## src/rtl/cpc_busrq_arbiter.sv

```systemverilog
// cpc_busrq_arbiter: round-robin arbiter sharing the CPC Z80 bus among three expansion slots
module cpc_busrq_arbiter #(
    parameter int HOLD_MAX    = 4096,
    parameter int SYNC_STAGES = 2
) (
    input  logic       CLK,
    input  logic       RESET,
    input  logic [2:0] SLOT_BUSRQ_B,
    output logic [2:0] SLOT_BUSACK_B,
    output logic       BUSRQ_B,
    input  logic       BUSACK_B,
    output logic [1:0] GRANT_ID,
    output logic       BUSY,
    output logic       TIMEOUT
);
    localparam int CW = $clog2(HOLD_MAX);
    localparam logic [1:0] IDLE = 2'd0, REQ = 2'd1, GRANT = 2'd2, RELEASE = 2'd3;
    localparam logic [CW-1:0] CNT_LAST = CW'(HOLD_MAX - 1);

    logic [SYNC_STAGES-1:0][2:0] req_sync_q, req_sync_d;
    logic [SYNC_STAGES-1:0]      ack_sync_q, ack_sync_d;
    logic [1:0]    state_q, state_d, winner_q, winner_d, last_q, last_d, grant_id_q, grant_id_d;
    logic [CW-1:0] cnt_q, cnt_d;
    logic [2:0]    slot_busack_b_q, slot_busack_b_d, req;
    logic          busrq_b_q, busrq_b_d, busy_q, busy_d, timeout_q, timeout_d, ack;
    logic [1:0]    first, second, third, pick;

    function automatic logic [1:0] next_slot(input logic [1:0] s);
        return (s == 2'd2) ? 2'd0 : s + 2'd1;
    endfunction

    // shift the asynchronous active-low inputs through the synchroniser chains
    always_comb begin
        req_sync_d = {req_sync_q[SYNC_STAGES-2:0], SLOT_BUSRQ_B};
        ack_sync_d = {ack_sync_q[SYNC_STAGES-2:0], BUSACK_B};
        req        = ~req_sync_q[SYNC_STAGES-1];
        ack        = ~ack_sync_q[SYNC_STAGES-1];
    end

    // round-robin pick starting one past the slot that last held the bus
    always_comb begin
        first  = next_slot(last_q);
        second = next_slot(first);
        third  = next_slot(second);
        pick   = req[first] ? first : req[second] ? second : third;
    end

    // arbitration state machine, tenure counter and sticky timeout
    always_comb begin
        state_d   = state_q;
        winner_d  = winner_q;
        last_d    = last_q;
        cnt_d     = '0;
        timeout_d = timeout_q;
        case (state_q)
            IDLE: begin
                if (!ack && |req) begin
                    state_d  = REQ;
                    winner_d = pick;
                end
            end
            REQ: begin
                if (!req[winner_q]) state_d = RELEASE;
                else if (ack)       state_d = GRANT;
            end
            GRANT: begin
                if (!req[winner_q]) begin
                    state_d = RELEASE;
                end else if (cnt_q == CNT_LAST) begin
                    state_d   = RELEASE;
                    timeout_d = 1'b1;
                end else begin
                    cnt_d = cnt_q + 1'b1;
                end
            end
            default: begin
                if (!ack) state_d = IDLE;
            end
        endcase
        if (state_d == RELEASE) last_d = winner_q;
    end

    // outputs decoded from the next state so they change on the transition edge
    always_comb begin
        busrq_b_d       = !(state_d == REQ || state_d == GRANT);
        slot_busack_b_d = (state_d == GRANT) ? ~(3'b001 << winner_d) : 3'b111;
        grant_id_d      = busrq_b_d ? 2'd3 : winner_d;
        busy_d          = state_d != IDLE;
    end

    // state registers with synchronous reset to the idle, bus-released condition
    always_ff @(posedge CLK) begin
        if (RESET) begin
            req_sync_q      <= '1;
            ack_sync_q      <= '1;
            state_q         <= IDLE;
            winner_q        <= 2'd0;
            last_q          <= 2'd2;
            cnt_q           <= '0;
            timeout_q       <= 1'b0;
            busrq_b_q       <= 1'b1;
            slot_busack_b_q <= 3'b111;
            grant_id_q      <= 2'd3;
            busy_q          <= 1'b0;
        end else begin
            req_sync_q      <= req_sync_d;
            ack_sync_q      <= ack_sync_d;
            state_q         <= state_d;
            winner_q        <= winner_d;
            last_q          <= last_d;
            cnt_q           <= cnt_d;
            timeout_q       <= timeout_d;
            busrq_b_q       <= busrq_b_d;
            slot_busack_b_q <= slot_busack_b_d;
            grant_id_q      <= grant_id_d;
            busy_q          <= busy_d;
        end
    end

    assign BUSRQ_B       = busrq_b_q;
    assign SLOT_BUSACK_B = slot_busack_b_q;
    assign GRANT_ID      = grant_id_q;
    assign BUSY          = busy_q;
    assign TIMEOUT       = timeout_q;
endmodule

```

## config.mk

```make
export PLATFORM = sky130hd
export DESIGN_NAME = cpc_busrq_arbiter
export DESIGN_NICKNAME = d
export VERILOG_FILES = /design/src/rtl/cpc_busrq_arbiter.sv
export SDC_FILE = /design/constraint.sdc
export NUM_CORES = 1
export LEC_CHECK = 0
export CAP_MARGIN = 20
export CORE_UTILIZATION = 54
export CTS_CLUSTER_SIZE = 24
export DETAILED_ROUTE_END_ITERATION = 6
export GPL_ROUTABILITY_DRIVEN = 0
export GPL_TIMING_DRIVEN = 0
export HOLD_SLACK_MARGIN = 0.08
export PLACE_DENSITY = 0.77
export SLEW_MARGIN = 20
export SYNTH_ARGS = -nofsm -noshare
export SYNTH_HDL_FRONTEND = slang
export SYNTH_SLANG_ARGS = --single-unit
```

## constraint.sdc

```tcl
create_clock -name CLK -period 2.4 [get_ports CLK]
set_clock_uncertainty 0.1 [all_clocks]
set_input_delay 0.48 -clock CLK [delete_from_list [all_inputs] [get_ports CLK]]
set_output_delay 0.48 -clock CLK [all_outputs]
set_load 0.01 [all_outputs]
```

Word level (Yosys, flattened, before mapping). Cells that the tools add are included.

Word-level logic and storage cells: 65. Register bits after elaboration: 34.

$add $sub $neg: 4. Muxes and demuxes: 20. Bitwise gates (word level): 6. Order comparisons: 3. Eq/ne operators: 9. Shifts and indexed selects: 1. Reduce and logical (&&, ||, !) cells: 10.

Operator list (count): 2-bit two-way mux (13); 12-bit by 1-bit adder with 12-bit output (second input constant) (1); 12-bit == test (second input constant) (1); 2-bit == test (second input constant) (6); 2-bit by 3-bit less-than comparator with 1-bit output (second input constant) (3); 2-bit by 1-bit adder with 2-bit output (second input constant) (3); 1-bit binary-select mux with 2-bit select (3); 3-bit inverter (2); 2-bit one-hot mux with 3 select lines (1); 2-bit by 1-bit == test with 1-bit output (second input constant) (2); 1-bit inverter (4); 2-bit OR reduction (2); 4-bit OR reduction (1); 1-bit two-way mux (3); 3-bit AND reduction (1); 3-bit OR reduction (1); 1-bit by 2-bit << shifter with 3-bit output (first input constant) (1); 2-bit logical NOT (1); 2-bit nonzero test (1); 1-bit logical AND (1); 1-bit logical NOT (1); 1-bit logical OR (1).

Depth between registers and ports, before layout.
Word-level depth: 12. Gate-level depth with buffers: 8.

Worst setup path after synthesis. Ideal clock, no wire load.

Kind: register to register. From: reg cnt_q[0]. To: reg last_q[1]. Data arrival time: 1678 ps. Setup slack: 502 ps. Data required time: 2180 ps. Stages on the path, launching flop included: 8. Period minus slack after synthesis: 1898 ps. Path buffers: 0. Path through: dfxtp_1 > ha_1 > nand4_1 > nor4_1 > a211oi_1 > inv_1 > ha_1 > a211o_1.

Longest elaborated chain between the ends: 5.

Ends and longest elaborated chain: start, declared (line 23) `logic [CW-1:0] cnt_q, cnt_d;`; start signal, assigned (line 111) `cnt_q <= cnt_d;`; 12-bit == test (line 69) `end else if (cnt_q == CNT_LAST) begin`; 2-bit two-way mux (line 69); 2-bit two-way mux (line 67) `if (!req[winner_q]) begin`; 2-bit one-hot mux with 3 select lines (line 55) `case (state_q)`; net state_d[0] (line 22) `logic [1:0] state_q, state_d, winner_q, winner_d, last_q, last_d, grant_id_q, grant_id_d;`; 2-bit == test (line 80) `if (state_d == RELEASE) last_d = winner_q;`; end signal, assigned (line 110) `last_q <= last_d;`; end, declared (line 22).

The timed path passes the listed nets, and every way through them passes these cells. A chain may end at the register's enable or synchronous reset.

Final worst setup path.
From: reg cnt_q[0]. To: reg grant_id_q[1], in the netlist GRANT_ID[1].

Longest elaborated chain between the ends: 8. Elaborated cells between the ends (all ways): 9. Classes of those cells: 3 x eq/ne; 3 x mux; 1 x bitwise; 2 x reduce/logical.

Ends and longest elaborated chain: 12-bit == test (*) (line 69); 2-bit two-way mux (*) (line 69); 2-bit two-way mux (*) (line 67); 2-bit one-hot mux with 3 select lines (*) (line 55); 2-bit by 1-bit == test with 1-bit output or 2-bit == test (tied branches) (line 85) `busrq_b_d = !(state_d == REQ || state_d == GRANT);`; 1-bit logical OR (*) (line 85); 1-bit inverter (no source line) (*); 2-bit OR reduction (no source line) (*); end signal, assigned (line 115) `grant_id_q <= grant_id_d;`; end, declared (line 22).

Mark *: on every way between the ends. The rest lies on a longest branch, timed or not.

==> results_dict.tcl <==
set metrics [dict create \
    outcome "finished, final reports clean" \
    cp.required_ns 2.52 \
    drc 0 \
    synth_adder_area_share_pct 3.79 \
    syn_avg_cell_area_um2 9.44 \
    synth.most_common_cell "dfxtp_1" \
    power_frac_comb_pct 22.3 \
    synth_xor_area_share_pct 6.63 \
    routed_via_density 5.22 \
    dpl-instance-area_um2 1480 \
    hold_class "register to register" \
    clkPwrFrac_pct 25.2 \
    final_hold_viol_count 0 \
    die_h_um 51.5 \
    htree_num_levels 2 \
    crit_arrival_ns 2.25 \
    clk_pin_slew_ns 0.10 \
    seq_area_um2 681 \
    final_cells 188 \
    cellPowerDensity_nw_per_um2 823 \
    cp-end-kind "register" \
    antenna_found_initial 0 \
    io_buffers 12 \
    dr.pass1.iters 4 \
    synth.net_count 150 \
    cts_tree "built" \
    path_max_fanout 4 \
    period_minus_slack_ns 2.14 \
    fp.coreArea_um2 2250 \
    synth_edf_count 0 \
    drive_gt1_share_pct 11.9 \
    overflow 0 \
    path_class "register to register" \
    wire_per_inst_um 12.0 \
    yosys-top-cells-count "dfxtp_1 (34), nor2_1 (22), or2_2 (9)" \
    cts_buffers 5 \
    setup_viol 0 \
    slew_headroom_pct 65.1 \
    synth_warnings 0 \
    power_mw 1.26 \
    async_flop_share_pct 0 \
    synth-compound-area-share_pct 6.72 \
    clockBufferDepth 2 \
    synth_seq_cells 34 \
    rows 17 \
    placed_cells 180 \
    p_switching_uw 346 \
    nets 169 \
    n_antenna_cell 0 \
    maxCapViolations 0 \
    max_stage_delay_ns 0.38 \
    crit_top_cell "ha_1" \
    root_buffer "clkbuf_4" \
    power.internal_uw 919 \
    synth_flop_cell "dfxtp_1" \
    multi_input_comb_area_um2 592 \
    grt_setup_unrepaired "no" \
    cts_setup_buffers 0 \
    nFillCells 200 \
    fmax_mhz 468 \
    slew_violations 0 \
    insertion_delay_ns 0.33 \
    die_area_um2 2650 \
    track_usage_pct 20.9 \
    drt_iter0_drc 13 \
    wirelength_um 2260 \
    fp.dieW_um 51.5 \
    final_area_um2 1540 \
    p_leak_nw 0.569 \
    grt_pass1_vias 936 \
    crit_slowest_cell "dfxtp_1" \
    synth-seq-area-share_pct 51.5 \
    cp_top_family "simple AND/OR/NAND/NOR gates" \
    cp_cell_sequence "ha_1, nand4_1, nor4_1, a211oi_1, ha_1, nor2b_1, nand2_1" \
    critical_path_buf_inv_count 0 \
    r2r_setup_slack_ns 0.26 \
    netSwitchingFraction_pct 27.3 \
    tightest_slew_ns 0.520 \
    synthCells 140 \
    ir_worst_vdd_uv 488 \
    crit_path_start_kind "register" \
    seqPwrFrac_pct 52.5 \
    grt_start_max_net_pins 11 \
    tns_ns 0 \
    timing.final.crit_share_pct 89.1 \
    whs_ns 0.318 \
    synth.area.mux_share_pct 2.27 \
    cts_sinks 34 \
    synth.area.top_cells "dfxtp_1 (52%), nor2_1 (6.3%), xnor2_1 (4.6%)" \
    ant_nets 0 \
    synth-simple-area-share_pct 25.4 \
    synth_top_area_share_pct 51.5 \
    grt_pass1_wl_um 3860 \
    areaGrowthSynthToFinish_pct 16.3 \
    initial_core_util_pct 58.6 \
    vias 982 \
    yosysTopAreaCell "dfxtp_1" \
    ctsResizeCount 0 \
    hold_buffers 0 \
    synth_cell_types 34 \
    synth_top_family_by_area "simple AND/OR/NAND/NOR gates" \
    ios 14 \
    hpwlAfterDp_um 1680 \
    synthesis.area_um2 1320 \
]
cell type report:
class,instances,share of cell area [%]
buffer,3,1.22
clock buffer,7,3.58
clock inverter,1,0.326
inverter,8,1.95
multi-input combinational,95,38.5
sequential,34,44.3
tap,28,2.28
timing repair buffer,12,7.82
metal layers:
metal	global-route usage, %	up-vias	part of all wire (%)
li1	-	507	-
met1	22.2	447	44
met5	0	-	0
met2	34.8	24	50
met4	9.01	0	0.75
met3	9.82	4	4.7
final timing paths:
kind / start / end / cells after the start
setup / recovery: cnt_q[0] / GRANT_ID[1] / 7
hold / removal: ack_sync_q[0] / ack_sync_q[1] / 1
setup reg to reg: cnt_q[0] / GRANT_ID[1] / 7
hold reg to reg: ack_sync_q[0] / ack_sync_q[1] / 1
kinds of logic (layout without fill, tap and decap cells):
group / Yosys count / after routing
adder cells (fa/ha/maj): 4 / 4
multiplexers: 3 / 3
XOR/XNOR: 10 / 10
AO/OA/AOI/OAI: 13 / 13
AND/OR/NAND/NOR: 65 / 65
buffers and inverters: 11 / 31
flip-flops: 34 / 34
flip-flops by register name, summed over array words and instances (netlist names):
register,cells
BUSRQ_B,1
last_q,2
state_q,2
SLOT_BUSACK_B,3
GRANT_ID,2
BUSY,1
winner_q,2
ack_sync_q,2
req_sync_q,3
TIMEOUT,1
req_sync_d,3
cnt_q,12
layout by cell type, fill, tap and decap left out, types with 2 or more instances in the layout:
cell and count:
clkbuf_1 3, nor2_1 22, dfxtp_1 34, ha_1 4, nand3b_1 3, nor4_1 2, nor3_1 3, xnor2_1 7
clkbuf_4 5, xor2_1 3, nand3_1 4, nor2b_1 4, clkdlybuf4s50_1 12, mux2i_1 3, a21oi_1 4, inv_1 7
nand4_1 4, nand2_1 8, or2_2 9
through the flow:
step	util (%)	setup WS, ns
CTS	68.1	0.248
floorplan	-	0.502
detailed placement	65.5	0.275
global placement	65.5	0.314
finish	68.1	0.262
global route	68.1	0.134
power by group through the flow:
| stage | combinational, mW | clock [mW] | sequential (mW) |
|---|---|---|---|
| 5_1_grt | 0.315 | 0.360 | 0.673 |
| 6_report | 0.282 | 0.318 | 0.664 |
| 3_3_place_gp | 0.276 | 0 | 0.674 |
| 4_1_cts | 0.286 | 0.329 | 0.665 |
| 2_1_floorplan | 0.161 | 0 | 0.689 |
| 3_5_place_dp | 0.286 | 0 | 0.678 |
No activity file was read; power rests on OpenSTA's default activity.
